File: src/rtl/ssb_pkg.sv
// Shared SSB geometry constants and the extractor state encoding.
package ssb_pkg;

  localparam int SSB_LEN    = 240;  // subcarriers in one SSB
  localparam int SSS_LEN    = 127;
  localparam int SSS_OFFSET = 56;   // first SSS subcarrier relative to SSB start
  localparam int SSS_SYMBOL = 2;    // SSB symbol index carrying the SSS

  typedef enum logic [1:0] {
    IDLE,
    WAIT_SYM,
    COUNT,
    EXTRACT
  } ssb_state_t;

endpackage

File: src/rtl/ssb_sss_extractor.sv
// Picks the 127 SSS subcarriers out of SSB symbol 2 of an fft-shifted FFT stream
// and hands them, with the latched N_id_2, to the SSS detector.
module ssb_sss_extractor
  import ssb_pkg::*;
#(
  parameter int IN_DW   = 32,
  parameter int FFT_LEN = 256
) (
  input  logic             clk_i,
  input  logic             reset_ni,
  input  logic [IN_DW-1:0] s_axis_in_tdata,
  input  logic             s_axis_in_tvalid,
  input  logic             s_axis_in_tlast,
  input  logic             ssb_start_i,
  input  logic [1:0]       N_id_2_i,
  output logic [IN_DW-1:0] m_axis_out_tdata,
  output logic             m_axis_out_tvalid,
  output logic             m_axis_out_tlast,
  output logic [1:0]       N_id_2_o,
  output logic             N_id_2_valid_o,
  output logic             err_o
);

  localparam int BIN_W     = $clog2(FFT_LEN);
  localparam int SSB_START = FFT_LEN / 2 - SSB_LEN / 2;

  localparam logic [BIN_W-1:0] WIN_LO     = BIN_W'(SSB_START + SSS_OFFSET);
  localparam logic [BIN_W-1:0] WIN_HI     = BIN_W'(SSB_START + SSS_OFFSET + SSS_LEN - 1);
  localparam logic [BIN_W-1:0] BIN_LAST   = BIN_W'(FFT_LEN - 1);
  localparam logic [1:0]       SYM_BEFORE = 2'(SSS_SYMBOL - 1);

  ssb_state_t       state, state_d;
  logic [BIN_W-1:0] bin_cnt;
  logic             in_sym, in_sym_d;
  logic [1:0]       sym_cnt, sym_cnt_d;
  logic             at_end, sym_end, frame_err, in_win;
  logic             valid_d, last_d, nid_valid_d, err_d;
  logic [1:0]       nid_d;

  // A symbol ends on tlast, or on the last bin when tlast went missing (resync).
  assign at_end    = (bin_cnt == BIN_LAST);
  assign sym_end   = s_axis_in_tlast || at_end;
  assign in_sym_d  = s_axis_in_tvalid ? !sym_end : in_sym;
  assign frame_err = (state != IDLE) && s_axis_in_tvalid && (s_axis_in_tlast != at_end);
  assign in_win    = (bin_cnt >= WIN_LO) && (bin_cnt <= WIN_HI);

  // NOTE: sequential state uses non-blocking assignments so every register
  // samples the pre-edge values of the others, independent of statement order.
  always_ff @(posedge clk_i or negedge reset_ni) begin
    if (!reset_ni) begin
      bin_cnt <= '0;
      in_sym  <= 1'b0;
    end else if (s_axis_in_tvalid) begin
      bin_cnt <= sym_end ? '0 : bin_cnt + BIN_W'(1);
      in_sym  <= in_sym_d;
    end
  end

  // NOTE: every signal written here gets a default first; a path that skips an
  // assignment would otherwise infer a latch.
  always_comb begin
    state_d     = state;
    sym_cnt_d   = sym_cnt;
    nid_d       = N_id_2_o;
    valid_d     = 1'b0;
    last_d      = 1'b0;
    nid_valid_d = 1'b0;
    err_d       = 1'b0;

    if (ssb_start_i) begin
      // A start that lands inside a symbol must skip the rest of that symbol.
      nid_d     = N_id_2_i;
      sym_cnt_d = '0;
      state_d   = in_sym_d ? WAIT_SYM : COUNT;
    end else if (frame_err) begin
      err_d   = 1'b1;
      state_d = IDLE;
    end else begin
      unique case (state)
        IDLE: ;
        WAIT_SYM: if (s_axis_in_tvalid && s_axis_in_tlast) state_d = COUNT;
        COUNT: begin
          if (s_axis_in_tvalid && s_axis_in_tlast) begin
            sym_cnt_d = sym_cnt + 2'd1;
            if (sym_cnt == SYM_BEFORE) begin
              nid_valid_d = 1'b1;
              state_d     = EXTRACT;
            end
          end
        end
        EXTRACT: begin
          if (s_axis_in_tvalid && in_win) begin
            valid_d = 1'b1;
            last_d  = (bin_cnt == WIN_HI);
          end
          if (s_axis_in_tvalid && s_axis_in_tlast) state_d = IDLE;
        end
        default: state_d = IDLE;
      endcase
    end
  end

  always_ff @(posedge clk_i or negedge reset_ni) begin
    if (!reset_ni) begin
      state             <= IDLE;
      sym_cnt           <= '0;
      m_axis_out_tdata  <= '0;
      m_axis_out_tvalid <= 1'b0;
      m_axis_out_tlast  <= 1'b0;
      N_id_2_o          <= '0;
      N_id_2_valid_o    <= 1'b0;
      err_o             <= 1'b0;
    end else begin
      state             <= state_d;
      sym_cnt           <= sym_cnt_d;
      m_axis_out_tvalid <= valid_d;
      m_axis_out_tlast  <= last_d;
      N_id_2_o          <= nid_d;
      N_id_2_valid_o    <= nid_valid_d;
      err_o             <= err_d;
      if (valid_d) m_axis_out_tdata <= s_axis_in_tdata;
    end
  end

endmodule

File: config.mk
export PLATFORM = sky130hd
export DESIGN_NAME = ssb_sss_extractor
export DESIGN_NICKNAME = d
export VERILOG_FILES = /design/src/rtl/ssb_pkg.sv /design/src/rtl/ssb_sss_extractor.sv
export SDC_FILE = /design/constraint.sdc
export NUM_CORES = 1
export LEC_CHECK = 0
export BUFFER_PORTS_ARGS = -buffer_cell sky130_fd_sc_hd__buf_2
export CORE_MARGIN = 3
export CORE_UTILIZATION = 35
export CTS_CLUSTER_SIZE = 25
export DETAILED_ROUTE_END_ITERATION = 12
export GPL_TIMING_DRIVEN = 0
export SETUP_SLACK_MARGIN = 0.05
export SLEW_MARGIN = 15
export SYNTH_ARGS = -nofsm -noshare
export SYNTH_HDL_FRONTEND = slang
export SYNTH_SLANG_ARGS = --single-unit
File: constraint.sdc
create_clock -name clk_i -period 4.99 [get_ports clk_i]
set_input_delay 0.998 -clock clk_i [delete_from_list [all_inputs] [get_ports clk_i]]
set_output_delay 0.998 -clock clk_i [all_outputs]
set_load 0.1 [all_outputs]
== Word level (Yosys, flattened, before mapping) ==
Index checks and enable logic that the tools add are counted.

* Word-level logic and storage cells: 68
* Input bits: 39
* Bits in registers: 51

* Mux-type cells: 29
* Magnitude comparators: 2
* Reduce and logical (&&, ||, !) cells: 13
* Equality and inequality tests: 12
* Add/subtract/negate cells: 2

{| class="wikitable"
|+ Operator list
! kind !! number
|-
| two-way mux 2 bit || 11
|-
| == test 8 bit (second input constant) || 2
|-
| two-way mux 1 bit || 16
|-
| inequality test 4 bit (second input constant) || 4
|-
| adder 8 x 1 -> 8 bit (second input constant) || 1
|-
| greater-or-equal comparator 8 x 7 -> 1 bit (second input constant) || 1
|-
| less-or-equal comparator 8 bit (second input constant) || 1
|-
| two-way mux 8 bit || 1
|-
| one-hot mux 2 bit (3 select lines) || 1
|-
| nonzero test 2 bit || 3
|-
| logical AND 1 bit || 5
|-
| AND reduction 5 bit || 1
|-
| nonzero test 5 bit || 1
|-
| == test 2 x 1 -> 1 bit (second input constant) || 2
|-
| == test 2 bit (second input constant) || 2
|-
| AND reduction 3 bit || 1
|-
| adder 2 x 1 -> 2 bit (second input constant) || 1
|-
| inequality test 2 bit (second input constant) || 1
|-
| logical NOT 1 bit || 1
|-
| logical OR 1 bit || 1
|-
| inequality test 1 bit || 1
|}

== Logic depth before layout (Yosys ltp) ==
* Depth in word-level cells: 7
* Depth in mapped cells: 10
* Mapped depth without buffers: 9

== Least setup slack after synthesis ==
No wires, ideal clock.

* Path type: input -> register
* Start point: in s_axis_in_tlast
* End point: reg m_axis_out_tdata[22]
* Arrival: 2.682 ns
* Setup time: 0.125 ns
* Data required time: 4.865 ns
* Stages on the path: 7
* Path slack: 2.183 ns
* Path through: inv_1 ha_1 or4b_1 a211o_1 buf_6 buf_8 mux2_4

* Cells in the longest elaborated chain, start to end: 4

{| class="wikitable"
|+ RTL lines
! item !! line !! text
|-
| start: declaration || ssb_sss_extractor.sv:13 || <nowiki>input logic s_axis_in_tlast,</nowiki>
|-
| inequality test 1 bit || ssb_sss_extractor.sv:44 || <nowiki>assign frame_err = (state != IDLE) && s_axis_in_tvalid && (s_axis_in_tlast != at_end);</nowiki>
|-
| logical AND 1 bit || ssb_sss_extractor.sv:44 ||
|-
| two-way mux 1 bit || ssb_sss_extractor.sv:75 || <nowiki>end else if (frame_err) begin</nowiki>
|-
| two-way mux 1 bit || ssb_sss_extractor.sv:70 || <nowiki>if (ssb_start_i) begin</nowiki>
|-
| end signal: assignment || ssb_sss_extractor.sv:121 || <nowiki>if (valid_d) m_axis_out_tdata <= s_axis_in_tdata;</nowiki>
|-
| end: declaration || ssb_sss_extractor.sv:16 || <nowiki>output logic [IN_DW-1:0] m_axis_out_tdata,</nowiki>
|}

No other way between the ends.
A chain may end at the register's enable or synchronous reset.

== Final worst setup path ==
* Start point: reg bin_cnt[0]
* End point: reg m_axis_out_tdata[22]

* Cells in the longest elaborated chain, start to end: 7
* Elaborated cells between the ends (all ways): 11
* Classes of those cells: order compare (2); eq/ne (2); mux (4); reduce/logical (3)

{| class="wikitable"
|+ RTL lines
! item !! line !! text
|-
| start: declaration || ssb_sss_extractor.sv:33 || <nowiki>logic [BIN_W-1:0] bin_cnt;</nowiki>
|-
| start signal: assignment || ssb_sss_extractor.sv:54 || <nowiki>bin_cnt <= sym_end ? '0 : bin_cnt + BIN_W'(1);</nowiki>
|-
| greater-or-equal comparator 8 x 7 -> 1 bit or less-or-equal comparator 8 bit (tied branches) || ssb_sss_extractor.sv:45 || <nowiki>assign in_win = (bin_cnt >= WIN_LO) && (bin_cnt <= WIN_HI);</nowiki>
|-
| logical AND 1 bit || ssb_sss_extractor.sv:45 ||
|-
| logical AND 1 bit || ssb_sss_extractor.sv:92 || <nowiki>if (s_axis_in_tvalid && in_win) begin</nowiki>
|-
| two-way mux 1 bit || ssb_sss_extractor.sv:92 ||
|-
| two-way mux 1 bit || ssb_sss_extractor.sv:79 || <nowiki>unique case (state)</nowiki>
|-
| two-way mux 1 bit * || ssb_sss_extractor.sv:75 ||
|-
| two-way mux 1 bit * || ssb_sss_extractor.sv:70 ||
|}

Mark *: on every way between the ends. The rest lies on a longest branch, timed or not.

==> impl_metrics.yaml <==
finish:
  stdcell_area_um2: 2887
  fin_util_pct: 47.08
  antenna-diode-count: 0
  final_nets: 286
  area_delta_synth_final_pct: 25.59
  drive_above_1_share_pct: 51.02
  fin_cells: 320
logic_synthesis:
  synth_xor_area_share_pct: 0.7621
  synth_edf_count: 0
  synth_seq_cells: 51
  async_flop_share_pct: 100.0
  seq_area_frac_synth_pct: 55.53
  synthAdderAreaFrac_pct: 1.633
  avgSynthCellArea_um2: 14.10
  yosys_warnings: 0
  synth_top_area_cell: "dfrtp_1"
  synthMuxAreaShare_pct: 22.32
  synthCells: 163
  synth_top_area_share_pct: 55.53
  synthSimpleGateAreaFrac_pct: 8.329
  syn_nets: 205
  yosysUniqueCellTypes: 38
  synth_compound_area_share_pct: 6.260
  synth-main-ff-cell: "dfrtp_1"
  synth_area_um2: 2298
  synth_top_family_by_area: "multiplexers"
  synth_area_leaders: "dfrtp_1 (56%), mux2_4 (19%), mux2_2 (2.9%), buf_12 (1.7%), ha_1 (1.6%)"
critical_path:
  critPathMaxFanout: 10
  cp_data_required_time_ns: 5.18
  crit_path_max_incr_delay_ns: 0.55
  start_kind: "flop"
  path_buf_inv: 2
  path_cells: "ha_1 -> nand3_1 -> nor2_1 -> nand3_1 -> ha_1 -> or4b_1 -> a211o_1 -> buf_6 -> buf_8 -> mux2_4"
  critical-path-slowest-cell: "or4b_1"
  critPathArrivalTime_ns: 3.23
  crit_type: "flop to flop"
  end_kind: "flop"
  crit_family: "simple AND/OR/NAND/NOR gates"
cts:
  cts_buffers: 5
  insertion_delay_ns: 0.31
  cts_resized: 0
  ctsHtreeMaxLevel: 2
  clock_sink_count: 51
  clockRootBuffer: "clkbuf_8"
  hold_buffers: 0
  cts_buffer_depth: 2
  cts_setup_buffers: 0
  cts_tree: "done"
  clkSlewWorstSetupHoldPaths_ns: 0.09
routing:
  drt_iter0_markers: 40
  dr.pass1.iters: 4
  antenna_left: 0
  remaining_drc_errors: 0
  vias: 1557
  wl_per_cell_um: 14.17
  routed_wl_um: 4534
  avgViaCountPerCell: 4.866
power_and_ir_drop:
  pwr-share-seq_pct: 52.0
  p_sw_mw: 0.2258
  powerDensity_nw_per_um2: 300.4
  p_total_mw: 0.8671
  sw_frac_of_total_pct: 26.04
  intPower_mw: 0.6413
  p_clk_share_pct: 35.6
  p_comb_share_pct: 12.4
  p_leak_nw: 1.624
  ir_worst_vdd_mv: 0.1893
placement:
  dpl_cell_area_um2: 2763
  gp_congestion: 0.8240
  port_buffers: 74
  pre_cts_slack_ns: 1.942
  hpwl_um: 3134
  dp.cells: 312
sta:
  fin_setup_tns_ns: 0
  setup_viol: 0
  maxSlewViolCount: 0
  period_share_pct: 60.81
  fmax_mhz: 329.5
  worst_pin_slew_ns: 0.6314
  hold_slack_ns: 0.4974
  timing.slew.headroom_pct: 57.90
  fin_ws_ns: 1.956
  min_period_ns: 3.034
  final-hold-violation-count: 0
  clock_skew_ns: 0.007460
  rsz0062_at_grt: "false"
outcome:
  status: "completed"
grt:
  grt-busiest-layer: "met2"
  antenna_found_initial: 0
  met2_usage_pct: 17.87
  grtUsageMet1_pct: 15.27
  grt_usage_pct: 11.50
  grt_pass1_wl_um: 6893
  first_global_vias: 1473
  grt_util_met3_pct: 3.595
  grt_overflow_total: 0
  grt_max_degree: 52
floorplanning:
  io_pins: 77
  dieHeight_um: 87.04
  start_util_pct: 37.49
  num_rows: 28
  core_area_um2: 6131
  die_w_um: 87.04
  dieArea_um2: 7575
run:
  maxCapViolCount: 0
hold_path:
  hp-class: "flop to flop"
[layer usage]
| metal | share of wire (%) | vias to the layer above |
|---|---|---|
| li1 | - | 744 |
| met1 | 47 | 744 |
| met2 | 43 | 65 |
| met3 | 9.1 | 4 |
| met4 | 1.1 | 0 |
| met5 | 0 | - |
[logic make-up (layout without fill, tap and decap cells)]
logic type / after synthesis / in the layout
AOI/OAI and AO/OA: 20 / 20
xor gates and xnor gates: 2 / 2
buffers and inverters: 15 / 97
muxes: 36 / 36
adders and majority gates: 3 / 3
DFF: 51 / 51
and+or+nand+nor: 36 / 36
[flip-flops by register name, indices dropped and copies added (netlist names)]
| signal | cells |
|---|---|
| m_axis_out_tdata | 32 |
| bin_cnt | 8 |
| N_id_2_o | 2 |
| state | 2 |
| sym_cnt | 2 |
| N_id_2_valid_o | 1 |
| err_o | 1 |
| in_sym | 1 |
| m_axis_out_tlast | 1 |
| m_axis_out_tvalid | 1 |
[power groups by stage]
| stage | Clock (mW) | Combinational, mW | Sequential [mW] |
|---|---|---|---|
| floorplan | 0 | 0.0551 | 0.473 |
| global placement | 0 | 0.105 | 0.459 |
| detailed placement | 0 | 0.108 | 0.459 |
| CTS | 0.319 | 0.108 | 0.451 |
| global route | 0.335 | 0.118 | 0.456 |
| finish | 0.308 | 0.107 | 0.451 |
[worst paths after layout]
kind / end / cells after the start / slack, ns / startpoint
max: m_axis_out_tdata[22]$_DFFE_PN0P_ / 10 / 1.96 / bin_cnt[0]$_DFFE_PN0P_
min: in_sym$_DFFE_PN0P_ / 2 / 0.50 / in_sym$_DFFE_PN0P_
max reg2reg: m_axis_out_tdata[22]$_DFFE_PN0P_ / 10 / 1.96 / bin_cnt[0]$_DFFE_PN0P_
min reg2reg: in_sym$_DFFE_PN0P_ / 2 / 0.50 / in_sym$_DFFE_PN0P_
max in group asynchronous: m_axis_out_tdata[23]$_DFFE_PN0P_ / 1 / 3.86 / reset_ni
min in group asynchronous: m_axis_out_tdata[3]$_DFFE_PN0P_ / 1 / 0.71 / reset_ni
[cells in the final DEF (no fill, tap or decap), types with 2 or more instances in the layout]
cell	netlist	layout
a211oi_1	2	2
a21oi_1	3	3
buf_12	2	2
buf_2	0	73
buf_4	1	2
buf_6	2	2
clkbuf_8	0	6
dfrtp_1	51	51
ha_1	3	3
inv_1	8	8
mux2_2	6	6
mux2_4	29	29
nand2_1	9	9
nand2b_1	4	4
nand3_1	7	7
nor2_1	6	6
nor3_1	2	2
o21ai_0	4	4
o311ai_0	2	2
xnor2_1	2	2
[synthesized netlist by cell type, types with 3 or more instances]
cell type  instances
mux2_4            29
nand2_1            9
a21oi_1            3
o21ai_0            4
dfrtp_1           51
nor2_1             6
inv_1              8
mux2_2             6
ha_1               3
nand3_1            7
nand2b_1           4
[worst reg2reg max path, delay by kind of cell (launching register included)]
| kind | cells | cell delay [ns] |
|---|---|---|
| AOI/OAI and AO/OA | 1 | 0.27 |
| DFF | 1 | 0.46 |
| muxes | 1 | 0.30 |
| and+or+nand+nor | 4 | 1.00 |
| buffers and inverters | 2 | 0.30 |
| adders and majority gates | 2 | 0.59 |
[area by class of cell]
| cell class | instances | area [um2] |
|---|---|---|
| plain buffers | 7 | 88.84 |
| inverters | 8 | 30.03 |
| clock inverters | 2 | 38.79 |
| repair buffers | 74 | 372.9 |
| well taps | 75 | 93.84 |
| fillers | 560 | 3244 |
| multi-input cells | 97 | 903.4 |
| clock buffers | 6 | 82.58 |
| flip-flops and latches | 51 | 1276 |
(Power assumes the default switching activity.)
